**src/rtl/vx_gbar_unit_pkg.sv**
```systemverilog
// Shared types and width helpers for the global barrier unit and its
// arbiter-side clients.
package vx_gbar_unit_pkg;

    // Index width for a count of n items; a single item still needs one bit.
    function automatic int calc_log2(input int n);
        return (n > 1) ? $clog2(n) : 1;
    endfunction

    localparam int GBAR_FIELD_W = 8;

    // One barrier-arrive request; fields are wide enough for any supported
    // configuration and are truncated to the instance widths at the port.
    typedef struct packed {
        logic [GBAR_FIELD_W-1:0] id;
        logic [GBAR_FIELD_W-1:0] size_m1;
        logic [GBAR_FIELD_W-1:0] core_id;
    } gbar_req_t;

endpackage

```
**src/rtl/vx_gbar_unit_if.sv**
```systemverilog
// Arrive-request / release-broadcast bundle between a socket-level gbar
// arbiter (master) and the global barrier unit (slave).
interface vx_gbar_unit_if
    import vx_gbar_unit_pkg::*;
#(
    parameter int NUM_BARRIERS = 4,
    parameter int NUM_CORES    = 4
);
    localparam int NB_WIDTH = calc_log2(NUM_BARRIERS);
    localparam int NC_WIDTH = calc_log2(NUM_CORES);

    logic                req_valid;
    logic [NB_WIDTH-1:0] req_id;
    logic [NC_WIDTH-1:0] req_size_m1;
    logic [NC_WIDTH-1:0] req_core_id;
    logic                req_ready;
    logic                rsp_valid;
    logic [NB_WIDTH-1:0] rsp_id;

    modport master (
        output req_valid, req_id, req_size_m1, req_core_id,
        input  req_ready, rsp_valid, rsp_id
    );

    modport slave (
        input  req_valid, req_id, req_size_m1, req_core_id,
        output req_ready, rsp_valid, rsp_id
    );

endinterface

```
**src/rtl/vx_gbar_unit_popcount.sv**
```systemverilog
// Combinational population count of an N-bit vector.
module vx_gbar_unit_popcount #(
    parameter int N = 4,
    parameter int W = $clog2(N) + 1
) (
    input  logic [N-1:0] in_bits,
    output logic [W-1:0] count
);

    // Ripple sum of set bits.
    always_comb begin
        count = {W{1'b0}};
        for (int i = 0; i < N; i++) begin
            count = count + {{(W-1){1'b0}}, in_bits[i]};
        end
    end

endmodule

```
**src/rtl/vx_gbar_unit.sv**
```systemverilog
// Global barrier unit: tracks per-slot arrival masks and broadcasts a
// one-cycle release once the requested number of distinct cores has arrived.
module vx_gbar_unit
    import vx_gbar_unit_pkg::*;
#(
    parameter int NUM_BARRIERS = 4,
    parameter int NUM_CORES    = 4
) (
    input  logic        clk,
    input  logic        reset_n,
    vx_gbar_unit_if.slave gbar,
    output logic        dup_err,
    output logic [31:0] release_count,
    output logic        busy
);

    localparam int NB_WIDTH  = calc_log2(NUM_BARRIERS);
    localparam int NC_WIDTH  = calc_log2(NUM_CORES);
    localparam int CNT_WIDTH = NC_WIDTH + 1;
    localparam logic [NUM_CORES-1:0] CORE_ONE = {{(NUM_CORES-1){1'b0}}, 1'b1};

    logic [NUM_CORES-1:0] mask_r [NUM_BARRIERS];
    logic                 req_ready_r;
    logic                 rsp_valid_r;
    logic [NB_WIDTH-1:0]  rsp_id_r;
    logic                 dup_err_r;
    logic [31:0]          release_count_r;
    logic                 busy_r;

    logic                 fire_s;
    logic [NUM_CORES-1:0] cur_mask_s;
    logic [NUM_CORES-1:0] core_bit_s;
    logic [NUM_CORES-1:0] next_mask_s;
    logic [CNT_WIDTH-1:0] arrived_s;
    logic [CNT_WIDTH-1:0] target_s;
    logic                 dup_s;
    logic                 release_s;
    logic                 any_arrived_s;

    vx_gbar_unit_popcount #(
        .N (NUM_CORES),
        .W (CNT_WIDTH)
    ) u_popcount (
        .in_bits (next_mask_s),
        .count   (arrived_s)
    );

    // Arrival decode; the threshold always comes from the current request.
    always_comb begin
        fire_s        = gbar.req_valid & req_ready_r;
        cur_mask_s    = mask_r[gbar.req_id];
        core_bit_s    = CORE_ONE << gbar.req_core_id;
        next_mask_s   = cur_mask_s | core_bit_s;
        dup_s         = fire_s & (|(cur_mask_s & core_bit_s));
        target_s      = {1'b0, gbar.req_size_m1} + {{NC_WIDTH{1'b0}}, 1'b1};
        release_s     = fire_s & ~dup_s & (arrived_s == target_s);
        any_arrived_s = 1'b0;
        for (int b = 0; b < NUM_BARRIERS; b++) begin
            any_arrived_s = any_arrived_s | (|mask_r[b]);
        end
    end

    // Barrier state, release pulse and status registers.
    always_ff @(posedge clk or negedge reset_n) begin
        if (!reset_n) begin
            for (int b = 0; b < NUM_BARRIERS; b++) begin
                mask_r[b] <= {NUM_CORES{1'b0}};
            end
            req_ready_r     <= 1'b0;
            rsp_valid_r     <= 1'b0;
            rsp_id_r        <= {NB_WIDTH{1'b0}};
            dup_err_r       <= 1'b0;
            release_count_r <= 32'd0;
            busy_r          <= 1'b0;
        end else begin
            req_ready_r <= 1'b1;
            rsp_valid_r <= release_s;
            busy_r      <= any_arrived_s;
            if (release_s) begin
                rsp_id_r        <= gbar.req_id;
                release_count_r <= release_count_r + 32'd1;
            end
            if (dup_s) begin
                dup_err_r <= 1'b1;
            end
            // A release clears the slot so the next instance starts empty.
            if (fire_s && !dup_s) begin
                mask_r[gbar.req_id] <= release_s ? {NUM_CORES{1'b0}} : next_mask_s;
            end
        end
    end

    assign gbar.req_ready = req_ready_r;
    assign gbar.rsp_valid = rsp_valid_r;
    assign gbar.rsp_id    = rsp_id_r;
    assign dup_err        = dup_err_r;
    assign release_count  = release_count_r;
    assign busy           = busy_r;

endmodule
```
**src/flat_wrapper.sv**
```systemverilog
// flat-port wrapper written by rule: the top's interface ports become plain ports
module vx_gbar_unit_flat import vx_gbar_unit_pkg::*;
#(
    parameter int NUM_BARRIERS = 4,
    parameter int NUM_CORES    = 4
)
  (clk, reset_n, dup_err, release_count, busy, gbar_req_valid, gbar_req_id, gbar_req_size_m1, gbar_req_core_id, gbar_req_ready, gbar_rsp_valid, gbar_rsp_id);
  vx_gbar_unit_if #(.NUM_BARRIERS(NUM_BARRIERS), .NUM_CORES(NUM_CORES)) gbar_i ();
  input  logic clk;
  input  logic reset_n;
  output logic dup_err;
  output logic [31:0] release_count;
  output logic busy;
  input wire logic [$bits(gbar_i.req_valid)-1:0] gbar_req_valid;
  input wire logic [$bits(gbar_i.req_id)-1:0] gbar_req_id;
  input wire logic [$bits(gbar_i.req_size_m1)-1:0] gbar_req_size_m1;
  input wire logic [$bits(gbar_i.req_core_id)-1:0] gbar_req_core_id;
  output wire logic [$bits(gbar_i.req_ready)-1:0] gbar_req_ready;
  output wire logic [$bits(gbar_i.rsp_valid)-1:0] gbar_rsp_valid;
  output wire logic [$bits(gbar_i.rsp_id)-1:0] gbar_rsp_id;
  assign gbar_i.req_valid = gbar_req_valid;
  assign gbar_i.req_id = gbar_req_id;
  assign gbar_i.req_size_m1 = gbar_req_size_m1;
  assign gbar_i.req_core_id = gbar_req_core_id;
  assign gbar_req_ready = gbar_i.req_ready;
  assign gbar_rsp_valid = gbar_i.rsp_valid;
  assign gbar_rsp_id = gbar_i.rsp_id;
  vx_gbar_unit #(.NUM_BARRIERS(NUM_BARRIERS), .NUM_CORES(NUM_CORES)) u_core (.clk(clk), .reset_n(reset_n), .gbar(gbar_i), .dup_err(dup_err), .release_count(release_count), .busy(busy));
endmodule
```
**config.mk**
```make
export PLATFORM = sky130hd
export DESIGN_NAME = vx_gbar_unit_flat
export DESIGN_NICKNAME = d
export VERILOG_FILES = /design/src/rtl/vx_gbar_unit_pkg.sv /design/src/rtl/vx_gbar_unit_if.sv /design/src/rtl/vx_gbar_unit_popcount.sv /design/src/rtl/vx_gbar_unit.sv /design/src/flat_wrapper.sv
export SDC_FILE = /design/constraint.sdc
export NUM_CORES = 1
export LEC_CHECK = 0
export ABC_CLOCK_PERIOD_IN_PS = 11200
export BUFFER_PORTS_ARGS = -buffer_cell sky130_fd_sc_hd__buf_2
export CORE_ASPECT_RATIO = 1.1
export CORE_MARGIN = 5
export CORE_UTILIZATION = 28
export DETAILED_ROUTE_END_ITERATION = 6
export PLACE_DENSITY = 0.5
export SYNTH_ARGS = -nofsm -noshare
export SYNTH_HDL_FRONTEND = slang
export SYNTH_HIERARCHICAL = 1
export SYNTH_SLANG_ARGS = --single-unit
```
**constraint.sdc**
```tcl
create_clock -name clk -period 11.2 [get_ports clk]
set_clock_uncertainty 0.2 [all_clocks]
set_input_delay 0.56 -clock clk [delete_from_list [all_inputs] [get_ports clk]]
set_output_delay 0.56 -clock clk [all_outputs]
set_load 0.01 [all_outputs]
```
Yosys cells after proc, flatten, opt, wreduce, memory -nomap -nowiden
Cells that the tools add are included.
- $add $sub $neg: 5
- shift operators: 1
- mux-type cells: 7
- reductions and logical operators: 8
- equal/unequal tests: 1
- bitwise operators: 11
- magnitude comparators: 2
- operator list (operator ; count):
    adder 32 x 1 -> 32 bit, second input constant ; 1
    OR reduction 4 bit ; 5
    bitwise mux 16 bit ; 1
    two-way mux 4 bit ; 4
    binary-select mux 4 bit (select 2 bit) ; 1
    demux 4 bit (select 2 bit) ; 1
    bitwise AND 1 bit ; 4
    bitwise AND 4 bit ; 1
    bitwise OR 4 bit ; 1
    << shifter 1 x 2 -> 4 bit, first input constant ; 1
    adder 2 x 1 -> 3 bit ; 1
    adder 2 x 1 -> 3 bit, second input constant ; 1
    adder 3 x 1 -> 3 bit ; 1
    == test 3 bit ; 1
    >= comparator 3 bit, second input constant ; 1
    less-than comparator 3 x 1 -> 1 bit, second input constant ; 1
    NOT 2 -> 3 bit ; 1
    bitwise OR 1 bit ; 3
    adder 1 x 1 -> 2 bit ; 1
    logical AND 1 bit ; 2
    zero test 1 bit ; 1
    NOT 1 bit ; 1
- input bits: 9
- bits in registers: 54
- output and inout port bits: 38
- word-level logic and storage cells: 45

Logic depth before layout (Yosys ltp)
Gate-level depths: netlist of the first run.
- depth in word-level cells: 12
- mapped depth: 19
- depth with buffers taken out: 15

Modules after synthesis
The synthesis of the first run kept the hierarchy.
- modules (own cells, without submodules) (module ; area an instance (um2) ; cells an instance ; instances ; sequential area each (um2)):
    vx_gbar_unit ; 2641.3 ; 220 ; 1 ; 1351.3
    vx_gbar_unit_popcount ; 63.8 ; 8 ; 1 ; 0.0

Worst setup path after synthesis of the first run
No wires, ideal clock.
- path kind: in2reg
- start point: input port gbar_req_id[1]
- end point: register u_core.release_count_r[28] (netlist: u_core/release_count[28])
- path buffers: 3
- required time: 10921 ps
- cell stages on the path: 16
- setup time: 79 ps
- slack: 6719 ps
- arrival: 4202 ps
- cells stage by stage: buf_2 buf_1 mux2_2 o21ai_0 nand2_1 inv_1 fa_1 inv_1 ha_1 ha_1 xor2_1 or4_1 or4_1 buf_2 nor2_1 xor2_1
- longest elaborated chain between the ends: 10
- elaborated cells between the ends (all ways): 15
- those cells by class: add/sub: 3; eq/ne: 1; mux: 3; bitwise: 7; reduce/logical: 1
- RTL lines (item ; line ; text):
    start: declaration ; flat_wrapper.sv:15 ; input wire logic [$bits(gbar_i.req_id)-1:0] gbar_req_id;
    NOT 2 -> 3 bit (implied by the code) ; vx_gbar_unit.sv:51 ; cur_mask_s = mask_r[gbar.req_id];
    binary-select mux 4 bit (select 2 bit) ; vx_gbar_unit.sv:51 ;
    two-way mux 4 bit (implied by the code) (2 in series) ; vx_gbar_unit.sv:51 ;
    bitwise OR 4 bit ; vx_gbar_unit.sv:53 ; next_mask_s = cur_mask_s | core_bit_s;
    via u_core.next_mask_s[1] ; vx_gbar_unit.sv:33 ; logic [NUM_CORES-1:0] next_mask_s;
    adder 1 x 1 -> 2 bit ; vx_gbar_unit_popcount.sv:14 ; count = count + {{(W-1){1'b0}}, in_bits[i]};
    adder 2 x 1 -> 3 bit ; vx_gbar_unit_popcount.sv:14 ;
    adder 3 x 1 -> 3 bit ; vx_gbar_unit_popcount.sv:14 ;
    via u_core.arrived_s[1] ; vx_gbar_unit.sv:34 ; logic [CNT_WIDTH-1:0] arrived_s;
    == test 3 bit ; vx_gbar_unit.sv:56 ; release_s = fire_s & ~dup_s & (arrived_s == target_s);
    bitwise AND 1 bit ; vx_gbar_unit.sv:56 ;
    end signal: assignment ; vx_gbar_unit.sv:81 ; release_count_r <= release_count_r + 32'd1;
    end: declaration ; vx_gbar_unit.sv:27 ; logic [31:0] release_count_r;
The timed path passes the listed nets, and every way through them passes these cells. The select of a mux whose other input is x is not followed.
A chain may end at the register's enable or synchronous reset.

Final worst setup path of the first run
- start point: input port gbar_req_id[1]
- end point: register u_core.release_count_r[22] (netlist: u_core/release_count[22])
The elaborated chain is that of the path after synthesis.

==> results of run 1 <==
==> power by group through the flow <==
stage / registers (mW) / clock network [mW] / logic, mW
after global routing: 0.280 / 0.140 / 0.188
after detailed placement: 0.279 / 0 / 0.172
after global placement: 0.278 / 0 / 0.168
final: 0.274 / 0.128 / 0.168
after floorplan: 0.269 / 0 / 0.128
after CTS: 0.275 / 0.134 / 0.173
==> worst max-delay path by stage <==
stage | endpoint | slack [ns] | depth (start not counted)
after floorplan | u_core/release_count[28] | 6.72 | 16
after global placement | u_core/release_count[22] | 6.66 | 13
after global routing | u_core/release_count[31] | 6.75 | 14
final | u_core/release_count[22] | 6.97 | 14
after CTS | u_core/release_count[22] | 6.94 | 14
after detailed placement | u_core/release_count[22] | 6.62 | 14
==> registers in the layout, summed over array words and instances (netlist names) <==
signal and cells:
u_core/gbar.req_ready 1, u_core/release_count 32, u_core/busy 1, u_core/mask_r 16
u_core/dup_err 1, u_core/gbar.rsp_valid 1, u_core/gbar.rsp_id 2
==> per-layer routing <==
metal | global-route usage (%) | part of all wire (%)
met4 | 2.07 | 0.77
met3 | 2.85 | 5.1
met2 | 16.8 | 48
met1 | 13.9 | 46
met5 | 0 | 0
==> synthesized netlist by cell type, drive strengths merged (2+ instances only) <==
cell,n,area [sq um]
mux2i,2,20.0
o21ai,2,10.0
buf,6,28.8
and2,4,25.0
nand2,24,90.1
dfrtp,54,1350
a21o,2,15.0
nand3,7,35.0
nand4,14,87.6
mux2,20,225
a21oi,2,10.0
ha,4,50.1
xnor2,22,193
and3,6,37.5
nor3,4,30.0
or4,2,15.0
nor2,8,30.0
mux4,7,158
xor2,12,105
nor4,7,65.1
nor4b,2,30.0
inv,10,37.5
==> cells in the final DEF, fill, tap and decap left out, types with 2 or more instances in the layout <==
master / n
dfrtp_1: 54
buf_2: 46
nand2_1: 24
xnor2_1: 22
mux2_2: 20
nand4_1: 14
xor2_1: 12
inv_1: 9
nor2_1: 8
mux4_2: 7
nand3_1: 7
and3_1: 6
clkbuf_8: 5
nor4_1: 5
and2_1: 4
ha_1: 4
mux2i_1: 2
o21ai_0: 2
or4_1: 2
a21o_1: 2
a21oi_1: 2
nor4b_2: 2
nor3_1: 2
nor3_2: 2
==> kinds of logic (layout without fill, tap and decap cells) <==
| group | Yosys count | in the layout |
|---|---|---|
| buffers and inverters | 17 | 65 |
| and+or+nand+nor | 81 | 81 |
| other | 1 | 1 |
| adders and majority gates | 5 | 5 |
| xor gates and xnor gates | 34 | 34 |
| DFF | 54 | 54 |
| AOI/OAI and AO/OA | 7 | 7 |
| muxes | 29 | 29 |
==> worst max-delay path, delay by kind of cell <==
family,cells,cell delay [ns]
compound gates,1,0.20
mux,1,0.37
fa+ha+maj,3,0.76
buf+inv,3,0.45
simple gates,4,1.61
xor+xnor,2,0.30
==> cell type report <==
cell class              count  area [sq um]  share of cell area, %
well taps                 117           146                   4.62
repair buffers             47           238                   7.51
inverters                  10          37.5                   1.19
clock inverters             2          37.5                   1.19
clock buffers               6          72.6                   2.29
flip-flops and latches     54          1350                   42.7
multi-input cells         157          1280                   40.5
==> through the flow <==
step	util [%]	area [sq um]	hold WS (ns)	power, mW	setup WS, ns
global placement	32.5	3060	0.257	0.446	6.66
global route	33.7	3170	0.250	0.609	6.75
floorplan	-	2710	0.0644	0.397	6.72
finish	33.7	3170	0.178	0.570	6.97
detailed placement	32.5	3060	0.259	0.451	6.62
CTS	33.7	3170	0.203	0.582	6.94
==> results.sh, run 1 <==
export IMPL_synthSimpleGateAreaFrac_pct=17.2
export IMPL_vias=1860
export IMPL_internal_power_uw=391
export IMPL_path_cells="buf_2 > mux2_2 > o21ai_0 > nand2_1 > inv_1 > fa_1 > inv_1 > ha_1 > ha_1 > xor2_1 > or4_1 > or4_1 > nor2_1 > xor2_1"
export IMPL_synthMuxAreaShare_pct=14.9
export IMPL_p_leak_nw=1.50
export IMPL_synth_nets=242
export IMPL_drt_initial_drc_count=22
export IMPL_htreeDepth=2
export IMPL_power_density_mw_per_mm2=180
export IMPL_synthCells=228
export IMPL_post_cts_repair_setup_buffers=0
export IMPL_drv_cap=0
export IMPL_clk_pin_slew_worst_paths_ns=0.10
export IMPL_dp_hpwl_mm=4.32
export IMPL_synth_top_family_by_area="simple AND/OR/NAND/NOR gates"
export IMPL_status="finished clean"
export IMPL_cpPeakStageDelay_ns=0.77
export IMPL_rsz0062_at_grt="no"
export IMPL_clk_insertion_delay_late_ns=0.30
export IMPL_ys_ff_latch=54
export IMPL_yosys_warnings=6
export IMPL_worstMarginPinSlew_ns=0.740
export IMPL_critPathArrivalTime_ns=4.26
export IMPL_nFillCells=958
export IMPL_cp_end_kind="flop"
export IMPL_ys_seq_area_share_pct=50.0
export IMPL_die_height_um=113
export IMPL_reg2regPathDepth=12
export IMPL_fin_setup_tns_ns=0
export IMPL_grt_pass1_vias=1961
export IMPL_max_freq_ghz=0.237
export IMPL_post_route_drc_count=0
export IMPL_avgSynthCellArea_sq_um=11.9
export IMPL_cts_buffers=5
export IMPL_dr_pass1_iters=4
export IMPL_core_sq_mm=0.00940
export IMPL_setup_viol=0
export IMPL_p_clk_share_pct=22.5
export IMPL_required_ns=11.23
export IMPL_ir_worst_vdd_uv=77.4
export IMPL_seqPwrFrac_pct=48.1
export IMPL_timing_final_max_slew_violations=0
export IMPL_finalCritPeriodShare_pct=37.8
export IMPL_io_buffers=46
export IMPL_power_switching_share_pct=31.4
export IMPL_die_w_um=104
export IMPL_initial_core_util_pct=28.8
export IMPL_relSlewSlack_pct=50.3
export IMPL_ios=47
export IMPL_p_sw_uw=179
export IMPL_gr_total_overflow=0
export IMPL_reg2reg_to="u_core/release_count[22]"
export IMPL_grt_pass1_wl_mm=10.1
export IMPL_syn_to_final_growth_pct=17.1
export IMPL_cts_tree="built"
export IMPL_ctsHoldBuffers=0
export IMPL_cts_resized=0
export IMPL_period_needed_ns=4.23
export IMPL_final_layout_size_suffix_gt1_share_pct=32.2
export IMPL_r2r_slack_ns=7.14
export IMPL_finish_net_count=289
export IMPL_die_area_sq_mm=0.0117
export IMPL_critPathMaxFanout=15
export IMPL_antenna_cells=0
export IMPL_clock_sinks=54
export IMPL_hp_class="in -> async"
export IMPL_drt_wl_total_mm=5.71
export IMPL_place_gp_congestion=0.769
export IMPL_crit_path_top_delay_cell="or4_1"
export IMPL_synth_edf_count=0
export IMPL_p_comb_share_pct=29.4
export IMPL_wire_per_inst_um=14.5
export IMPL_synth_main_ff_cell="dfrtp_1"
export IMPL_dp_cells=385
export IMPL_worstSetupPathType="in -> reg"
export IMPL_synth_compound_gate_area_share_pct=1.62
export IMPL_finalHoldViolCount=0
export IMPL_grt_max_degree=55
export IMPL_viasPerCell=4.73
export IMPL_cts_root_buf="clkbuf_8"
export IMPL_synth_cell_types=34
export IMPL_track_usage_pct=10.3
export IMPL_async_reset_ff_share_pct=100
export IMPL_clockBufferDepth=2
export IMPL_critPathLaunchType="input port"
export IMPL_rows=37
export IMPL_crit_path_start="gbar_req_id[1]"
export IMPL_ant_nets=0
export IMPL_netlist_area_sq_mm=0.00271
export IMPL_antenna_found_initial=0
export IMPL_synthAdderAreaFrac_pct=2.59
export IMPL_fin_cells=393
export IMPL_synth_xor_area_share_pct=11.0
export IMPL_r2r_start="u_core/mask_r[0]"
No activity file was read; power rests on OpenSTA's default activity.
==> run 2, diff against run 1 <==
--- a/config.mk
+++ b/config.mk
@@ -5,13 +5,13 @@
 export SDC_FILE = /design/constraint.sdc
 export NUM_CORES = 1
 export LEC_CHECK = 0
-export ABC_CLOCK_PERIOD_IN_PS = 11200
+export ABC_CLOCK_PERIOD_IN_PS = 3400
 export BUFFER_PORTS_ARGS = -buffer_cell sky130_fd_sc_hd__buf_2
 export CORE_ASPECT_RATIO = 1.1
 export CORE_MARGIN = 5
 export CORE_UTILIZATION = 28
 export DETAILED_ROUTE_END_ITERATION = 6
-export PLACE_DENSITY = 0.5
+export PLACE_DENSITY = 0.51
 export SYNTH_ARGS = -nofsm -noshare
 export SYNTH_HDL_FRONTEND = slang
 export SYNTH_HIERARCHICAL = 1
==> constraint.sdc (replaced) <==
create_clock -name clk -period 3.4 [get_ports clk]
set_clock_uncertainty 0.2 [all_clocks]
set_input_delay 0.17 -clock clk [delete_from_list [all_inputs] [get_ports clk]]
set_output_delay 0.17 -clock clk [all_outputs]
set_load 0.01 [all_outputs]
==> run 2 against run 1 <==
Against the previous run: the flow now finishes with violations (setup timing); global-route usage is 1.2 points higher; first-iteration DRC count grew to 2.6 times the previous value; count of clock-buffer cells in the layout is 1 lower; die area stayed put; combinational power grew to 5.6 times the previous value; sequential share of layout area is 5.7 points lower; critical path type is now reg -> reg.
==> results.sh, run 2 (same netlist as run 1, synthesis figures left out) <==
export IMPL_status="complete, but fails checks"
export IMPL_violations="setup timing"
export IMPL_internal_power_mw=1.53
export IMPL_grt_max_degree=30
export IMPL_clockBufferDepth=2
export IMPL_post_route_drc_count=0
export IMPL_track_usage_pct=11.6
export IMPL_rows=37
export IMPL_hp_class="in -> reg"
export IMPL_antenna_cells=0
export IMPL_critPathArrivalTime_ns=3.78
export IMPL_cts_tree="built"
export IMPL_path_cells="mux4_2 > a21o_1 > inv_1 > fa_1 > inv_1 > ha_2 > ha_4 > xor2_1 > or4_4 > or2_4 > and2_1 > mux2_2"
export IMPL_clk_insertion_delay_late_ns=0.32
export IMPL_setup_viol=51
export IMPL_finish_net_count=328
export IMPL_worstSetupPathType="reg -> reg"
export IMPL_critPathLaunchType="flop"
export IMPL_cp_end_kind="flop"
export IMPL_gr_total_overflow=0
export IMPL_nFillCells=944
export IMPL_r2r_slack_ns=-0.38
export IMPL_drv_cap=0
export IMPL_drt_initial_drc_count=58
export IMPL_cpPeakStageDelay_ns=0.57
export IMPL_reg2reg_to="u_core/mask_r[4]"
export IMPL_finalCritPeriodShare_pct=111
export IMPL_grt_pass1_vias=2145
export IMPL_ir_worst_vdd_uv=323
export IMPL_r2r_start="u_core/mask_r[3]"
export IMPL_dr_pass1_iters=4
export IMPL_clock_sinks=54
export IMPL_p_comb_share_pct=41.8
export IMPL_whs_endpoint="u_core/gbar.rsp_id[0]"
export IMPL_htreeDepth=2
export IMPL_syn_to_final_growth_pct=35.2
export IMPL_design_area_sq_mm=0.00366
export IMPL_layout_common_cells="54 x dfrtp_1, 46 x buf_2, 30 x buf_4"
export IMPL_crit_path_top_delay_cell="or4_4"
export IMPL_wire_per_inst_um=15.4
export IMPL_initial_core_util_pct=28.8
export IMPL_ant_nets=0
export IMPL_largest_reg_flops=32
export IMPL_p_sw_uw=714
export IMPL_setup_slack_ns=-0.376
export IMPL_rsz0062_at_grt="yes"
export IMPL_final_layout_size_suffix_gt1_share_pct=46.7
export IMPL_relSlewSlack_pct=59.2
export IMPL_io_buffers=46
export IMPL_power_density_mw_per_mm2=614
export IMPL_reg2regPathDepth=12
export IMPL_period_needed_ns=3.78
export IMPL_max_freq_ghz=0.265
export IMPL_min_from="gbar_req_id[0]"
export IMPL_seqPwrFrac_pct=37.9
export IMPL_dp_hpwl_mm=4.75
export IMPL_die_area_sq_mm=0.0117
export IMPL_p_total_mw=2.24
export IMPL_grt_pass1_wl_mm=11.1
export IMPL_fin_cells=432
export IMPL_place_gp_congestion=0.792
export IMPL_dp_cells=418
export IMPL_critPathMaxFanout=5
export IMPL_die_height_um=113
export IMPL_drt_wl_total_mm=6.64
export IMPL_finalHoldViolCount=0
export IMPL_timing_final_max_slew_violations=0
export IMPL_worstMarginPinSlew_ns=0.613
export IMPL_p_clk_share_pct=20.3
export IMPL_viasPerCell=4.70
export IMPL_p_leak_nw=1.77
export IMPL_power_switching_share_pct=31.8
export IMPL_core_sq_mm=0.00940
export IMPL_cts_root_buf="clkbuf_8"
export IMPL_postPlaceCellArea_sq_mm=0.00336
export IMPL_clk_pin_slew_worst_paths_ns=0.10
export IMPL_antenna_found_initial=0
export IMPL_hold_path_depth=3
export IMPL_required_ns=3.41
export IMPL_die_w_um=104
export IMPL_final_core_util_pct=38.9
export IMPL_vias=2030
export IMPL_final_common_cell="dfrtp_1"
export IMPL_ios=47
export IMPL_critPathMostFrequentCell="inv_1"
export IMPL_cts_buffers=5
==> run 2: cell types whose count changed in the layout (fill, tap and decap cells not counted), moves of 3 or more <==
cell / previous run / this run
nand2_2: 0 / 5
mux2_4: 0 / 12
or4_4: 0 / 3
mux2_2: 20 / 8
nor2_1: 8 / 3
buf_6: 0 / 6
nor2_4: 0 / 3
buf_4: 1 / 30
nand2_1: 24 / 19
==> run 2: worst max path at each step <==
| stage | cells past startpoint | endpoint | from | slack [ns] |
|---|---|---|---|---|
| floorplan | 13 | u_core/release_count[20] | u_core/mask_r[3] | -0.28 |
| CTS | 14 | u_core/release_count[31] | u_core/mask_r[0] | -0.37 |
| global route | 12 | u_core/release_count[20] | u_core/mask_r[3] | -0.52 |
| global placement | 13 | u_core/release_count[20] | gbar_req_id[0] | -0.35 |
| detailed placement | 13 | u_core/release_count[20] | gbar_req_id[0] | -0.40 |
| finish | 12 | u_core/mask_r[4] | u_core/mask_r[3] | -0.38 |
==> run 2: per-layer routing <==
metal  track usage (%)  wire length (um)  vias up  part of all wire [%]
met5                 0                 0        -                     0
met4              4.32               125        0                   1.9
met3              3.08               342       11                   5.2
met2              18.6              3130       45                    47
met1              15.1              3040      992                    46
li1                  -                 -      982                     -
==> run 2: cell type report <==
| type | instances | area, sq um | area share [%] |
|---|---|---|---|
| timing repair buffer | 84 | 543 | 14.8 |
| inverter | 10 | 45.0 | 1.23 |
| clock buffer | 5 | 68.8 | 1.88 |
| multi-input combinational | 158 | 1450 | 39.6 |
| tap | 117 | 146 | 4.00 |
| sequential | 54 | 1350 | 36.9 |
| clock inverter | 3 | 47.5 | 1.30 |
| timing repair inverter | 1 | 7.51 | 0.205 |
==> run 2: what timing repair did <==
item / CTS / global route
buffers inserted: 2 / 1
resized for setup: 27 / 8
gates cloned: 2 / 0
pin swaps: 8 / 9
setup endpoints to repair: 51 / 51
hold buffers: 2 / 0
endpoints found under the hold margin: 26 / 0
==> run 2: through the flow <==
stage	TNS (ns)	setup WS, ns	hold WS (ns)
floorplan	-8.21	-0.279	-0.326
global placement	-13.14	-0.346	0.0218
detailed placement	-15.71	-0.396	0.0268
CTS	-14.85	-0.375	0.0828
global route	-21.35	-0.519	0.0988
finish	-14.90	-0.376	0.0831
==> run 2: worst max-delay path, delay by kind of cell, from the launching register on <==
kind,cells,cell delay [ns]
simple gates,3,1.11
fa+ha+maj,3,0.78
mux,2,0.73
flops,1,0.38
compound gates,1,0.18
buf+inv,2,0.15
xor+xnor,1,0.13
==> run 2: power by group through the flow <==
stage / Clock, mW / Sequential [mW] / Combinational [mW]
after detailed placement: 0 / 0.863 / 0.820
final: 0.455 / 0.851 / 0.938
after CTS: 0.478 / 0.851 / 0.940
after global routing: 0.500 / 0.872 / 1.02
after global placement: 0 / 0.860 / 0.806
after floorplan: 0 / 0.887 / 0.463
==> run 3, diff against run 2 <==
--- a/config.mk
+++ b/config.mk
@@ -14,5 +14,4 @@
 export PLACE_DENSITY = 0.51
 export SYNTH_ARGS = -nofsm -noshare
 export SYNTH_HDL_FRONTEND = slang
-export SYNTH_HIERARCHICAL = 1
 export SYNTH_SLANG_ARGS = --single-unit
==> run 3 against run 2 <==
Against the previous run: the flow finishes with violations (hold timing); hold slack worse by 0.088 ns; global-route usage is 0.63 points higher; utilization is 1.8 points higher; routed wire length is 14% higher; register-to-register slack better by 0.40 ns; non-clock buffer count is 4 higher; sequential share of layout area is 4.7 points lower.
==> results.sh, run 3 <==
export IMPL_drt_initial_drc_count=77
export IMPL_cpPeakStageDelay_ns=0.54
export IMPL_worst_hold_slack_ns=-0.00497
export IMPL_min_from="gbar_req_valid"
export IMPL_ios=47
export IMPL_hp_class="in -> reg"
export IMPL_violations="hold timing"
export IMPL_die_height_um=117
export IMPL_reg2reg_to="u_core.release_count[21]"
export IMPL_ys_ff_latch=54
export IMPL_worstSetupPathType="reg -> reg"
export IMPL_clk_insertion_delay_late_ns=0.29
export IMPL_viasPerCell=4.68
export IMPL_period_needed_ns=3.38
export IMPL_antenna_found_initial=0
export IMPL_clockBufferDepth=2
export IMPL_synth_most_common_cell="dfrtp_1"
export IMPL_final_layout_size_suffix_gt1_share_pct=45.6
export IMPL_ir_worst_vdd_uv=234
export IMPL_r2r_start="u_core.mask_r[9]"
export IMPL_use_met1_pct=15.0
export IMPL_post_route_drc_count=0
export IMPL_timing_final_max_slew_violations=0
export IMPL_htreeDepth=2
export IMPL_track_usage_pct=12.2
export IMPL_whs_endpoint="u_core.dup_err"
export IMPL_drt_wl_total_mm=7.59
export IMPL_io_buffers=46
export IMPL_yosys_warnings=0
export IMPL_clk_pin_slew_worst_paths_ns=0.07
export IMPL_syn_to_final_growth_pct=43.1
export IMPL_grt_max_degree=34
export IMPL_p_leak_nw=1.88
export IMPL_synthCells=251
export IMPL_rsz0062_at_grt="yes"
export IMPL_clock_sinks=54
export IMPL_die_w_um=108
export IMPL_synth_edf_count=0
export IMPL_finalCritPeriodShare_pct=99.3
export IMPL_status="complete, but fails checks"
export IMPL_drv_cap=0
export IMPL_final_common_cell="dfrtp_1"
export IMPL_cts_root_buf="clkbuf_16"
export IMPL_use_met3_pct=3.51
export IMPL_path_cells="mux2_4 > nand2_4 > o221ai_4 > fa_1 > ha_2 > ha_4 > xor2_2 > nor3_2 > buf_4 > o211ai_4 > buf_12 > a2111oi_4 > xor2_1"
export IMPL_largest_reg_flops=32
export IMPL_cts_buffers=5
export IMPL_ys_seq_area_share_pct=46.1
export IMPL_cp_top_family="adder cells"
export IMPL_required_ns=3.42
export IMPL_setup_viol=0
export IMPL_async_reset_ff_share_pct=100
export IMPL_dp_slack_ns=-0.199
export IMPL_relSlewSlack_pct=52.0
export IMPL_yosys_area_top_type="dfrtp_1"
export IMPL_worstMarginPinSlew_ns=0.719
export IMPL_reg2regPathDepth=13
export IMPL_crit_path_top_delay_cell="fa_1"
export IMPL_setup_slack_ns=0.0225
export IMPL_synth_area_leaders="dfrtp_1 46%, xor2_1 7.5%, mux2_1 5.4%"
export IMPL_critPathMaxFanout=7
export IMPL_max_freq_ghz=0.296
export IMPL_busiest_layer="met2"
export IMPL_power_density_mw_per_mm2=589
export IMPL_synth_nets=265
export IMPL_dr_pass1_iters=4
export IMPL_finalHoldViolCount=1
export IMPL_place_gp_congestion=0.784
export IMPL_rows=39
export IMPL_finish_net_count=351
export IMPL_crit_buf_inv=2
export IMPL_yosysTopAreaCellShare_pct=46.1
export IMPL_vias=2251
export IMPL_netlist_area_sq_mm=0.00293
export IMPL_met2_usage_pct=20.4
export IMPL_synth_commonest_cells="54 x dfrtp_1, 25 x xor2_1, 19 x nand2_1, 14 x mux2_1"
export IMPL_ant_nets=0
export IMPL_gr_total_overflow=0
export IMPL_grt_pass1_vias=2311
export IMPL_synth_cell_types=42
export IMPL_critPathArrivalTime_ns=3.40
export IMPL_cts_tree="built"
export IMPL_grt_pass1_wl_mm=12.0
export IMPL_layout_common_cells="54 x dfrtp_1, 46 x buf_2, 31 x buf_4"
export IMPL_antenna_cells=0
export IMPL_hold_path_depth=3
export IMPL_final_core_util_pct=40.7
export IMPL_critPathLaunchType="flop"
export IMPL_initial_core_util_pct=28.4
export IMPL_core_sq_mm=0.0103
export IMPL_die_area_sq_mm=0.0126
export IMPL_r2r_slack_ns=0.02
export IMPL_wire_per_inst_um=15.8
export IMPL_avgSynthCellArea_sq_um=11.7
export IMPL_p_total_mw=2.47
export IMPL_cp_end_kind="flop"
export IMPL_dp_hpwl_mm=5.14
export IMPL_synth_main_ff_cell="dfrtp_1"
export IMPL_nFillCells=973
-- run 3: cell count changes in the layout (fill, tap and decap cells not counted), moves of 5 or more --
| cell | delta |
|---|---|
| xnor2_1 | -13 |
| mux2_1 | +11 |
| xor2_1 | +11 |
| a2111oi_4 | +10 |
| nand4_1 | -10 |
| a211oi_2 | +9 |
| mux2_4 | -8 |
| clkbuf_16 | +7 |
| mux4_2 | -7 |
| a21oi_1 | +5 |
| a21oi_2 | +5 |
| clkbuf_8 | -5 |
-- run 3: where the power goes --
group / leakage, nW / internal, mW / total (mW) / switching, mW
Clock: 0.0842 / 0.349 / 0.591 / 0.242
Combinational: 1.12 / 0.545 / 1.03 / 0.487
Sequential: 0.675 / 0.761 / 0.846 / 0.0855
-- run 3: logic make-up (layout without fill, tap and decap cells) --
group,Yosys count,in the layout,synth area share (%)
xor gates and xnor gates,34,34,10.2
muxes,27,27,10.3
other,1,1,0.128
buffers and inverters,21,108,3.59
and+or+nand+nor,58,58,10.3
AOI/OAI and AO/OA,51,51,17.0
adders and majority gates,5,5,2.39
DFF,54,54,46.1
-- run 3: through the flow --
step	setup TNS [ns]	cells	cell area (sq um)
floorplan	0	251	2930
global placement	-1.99	458	3520
detailed placement	-3.48	458	3520
CTS	-0.338	475	4030
global route	-1.54	481	4190
finish	0	481	4190
-- run 3: worst max-delay path by stage --
| stage | depth (start not counted) | slack, ns | start | endpoint |
|---|---|---|---|---|
| final | 13 | 0.02 | u_core.mask_r[9] | u_core.release_count[21] |
| after global routing | 13 | -0.16 | u_core.mask_r[8] | u_core.release_count[21] |
| after CTS | 13 | -0.06 | u_core.mask_r[9] | u_core.release_count[25] |
| after detailed placement | 13 | -0.20 | gbar_req_id[1] | u_core.release_count[12] |
| after global placement | 13 | -0.13 | gbar_req_id[1] | u_core.release_count[31] |
| after floorplan | 12 | 0.08 | u_core.mask_r[9] | u_core.release_count[29] |
-- run 3: routing by layer --
| layer | vias to the layer above | share of wire, % |
|---|---|---|
| li1 | 1079 | - |
| met5 | - | 0 |
| met1 | 1120 | 44 |
| met3 | 12 | 4.7 |
| met4 | 0 | 2.1 |
| met2 | 40 | 49 |
-- run 3: final cells by class --
class	instances	area (sq um)	share of cell area (%)
clock buffers	5	125	2.99
clock inverters	3	43.8	1.05
inverters	12	45.0	1.07
multi-input cells	176	1810	43.1
flip-flops and latches	54	1350	32.2
well taps	143	179	4.27
repair buffers	88	639	15.3
-- run 3: worst min-delay path, cell delays in order --
cell and delay (ns):
buf_2 0.10, nand2_1 0.11, o21bai_1 0.08
-- run 3: what timing repair did --
item | 4_1_cts | 5_1_grt
pin swaps | 18 | 25
gates cloned | 3 | 0
endpoints found under the setup margin | 19 | 33
setup buffers | 5 | 7
hold buffers | 1 | 0
hold endpoints to repair | 32 | 0
resized for setup | 30 | 30
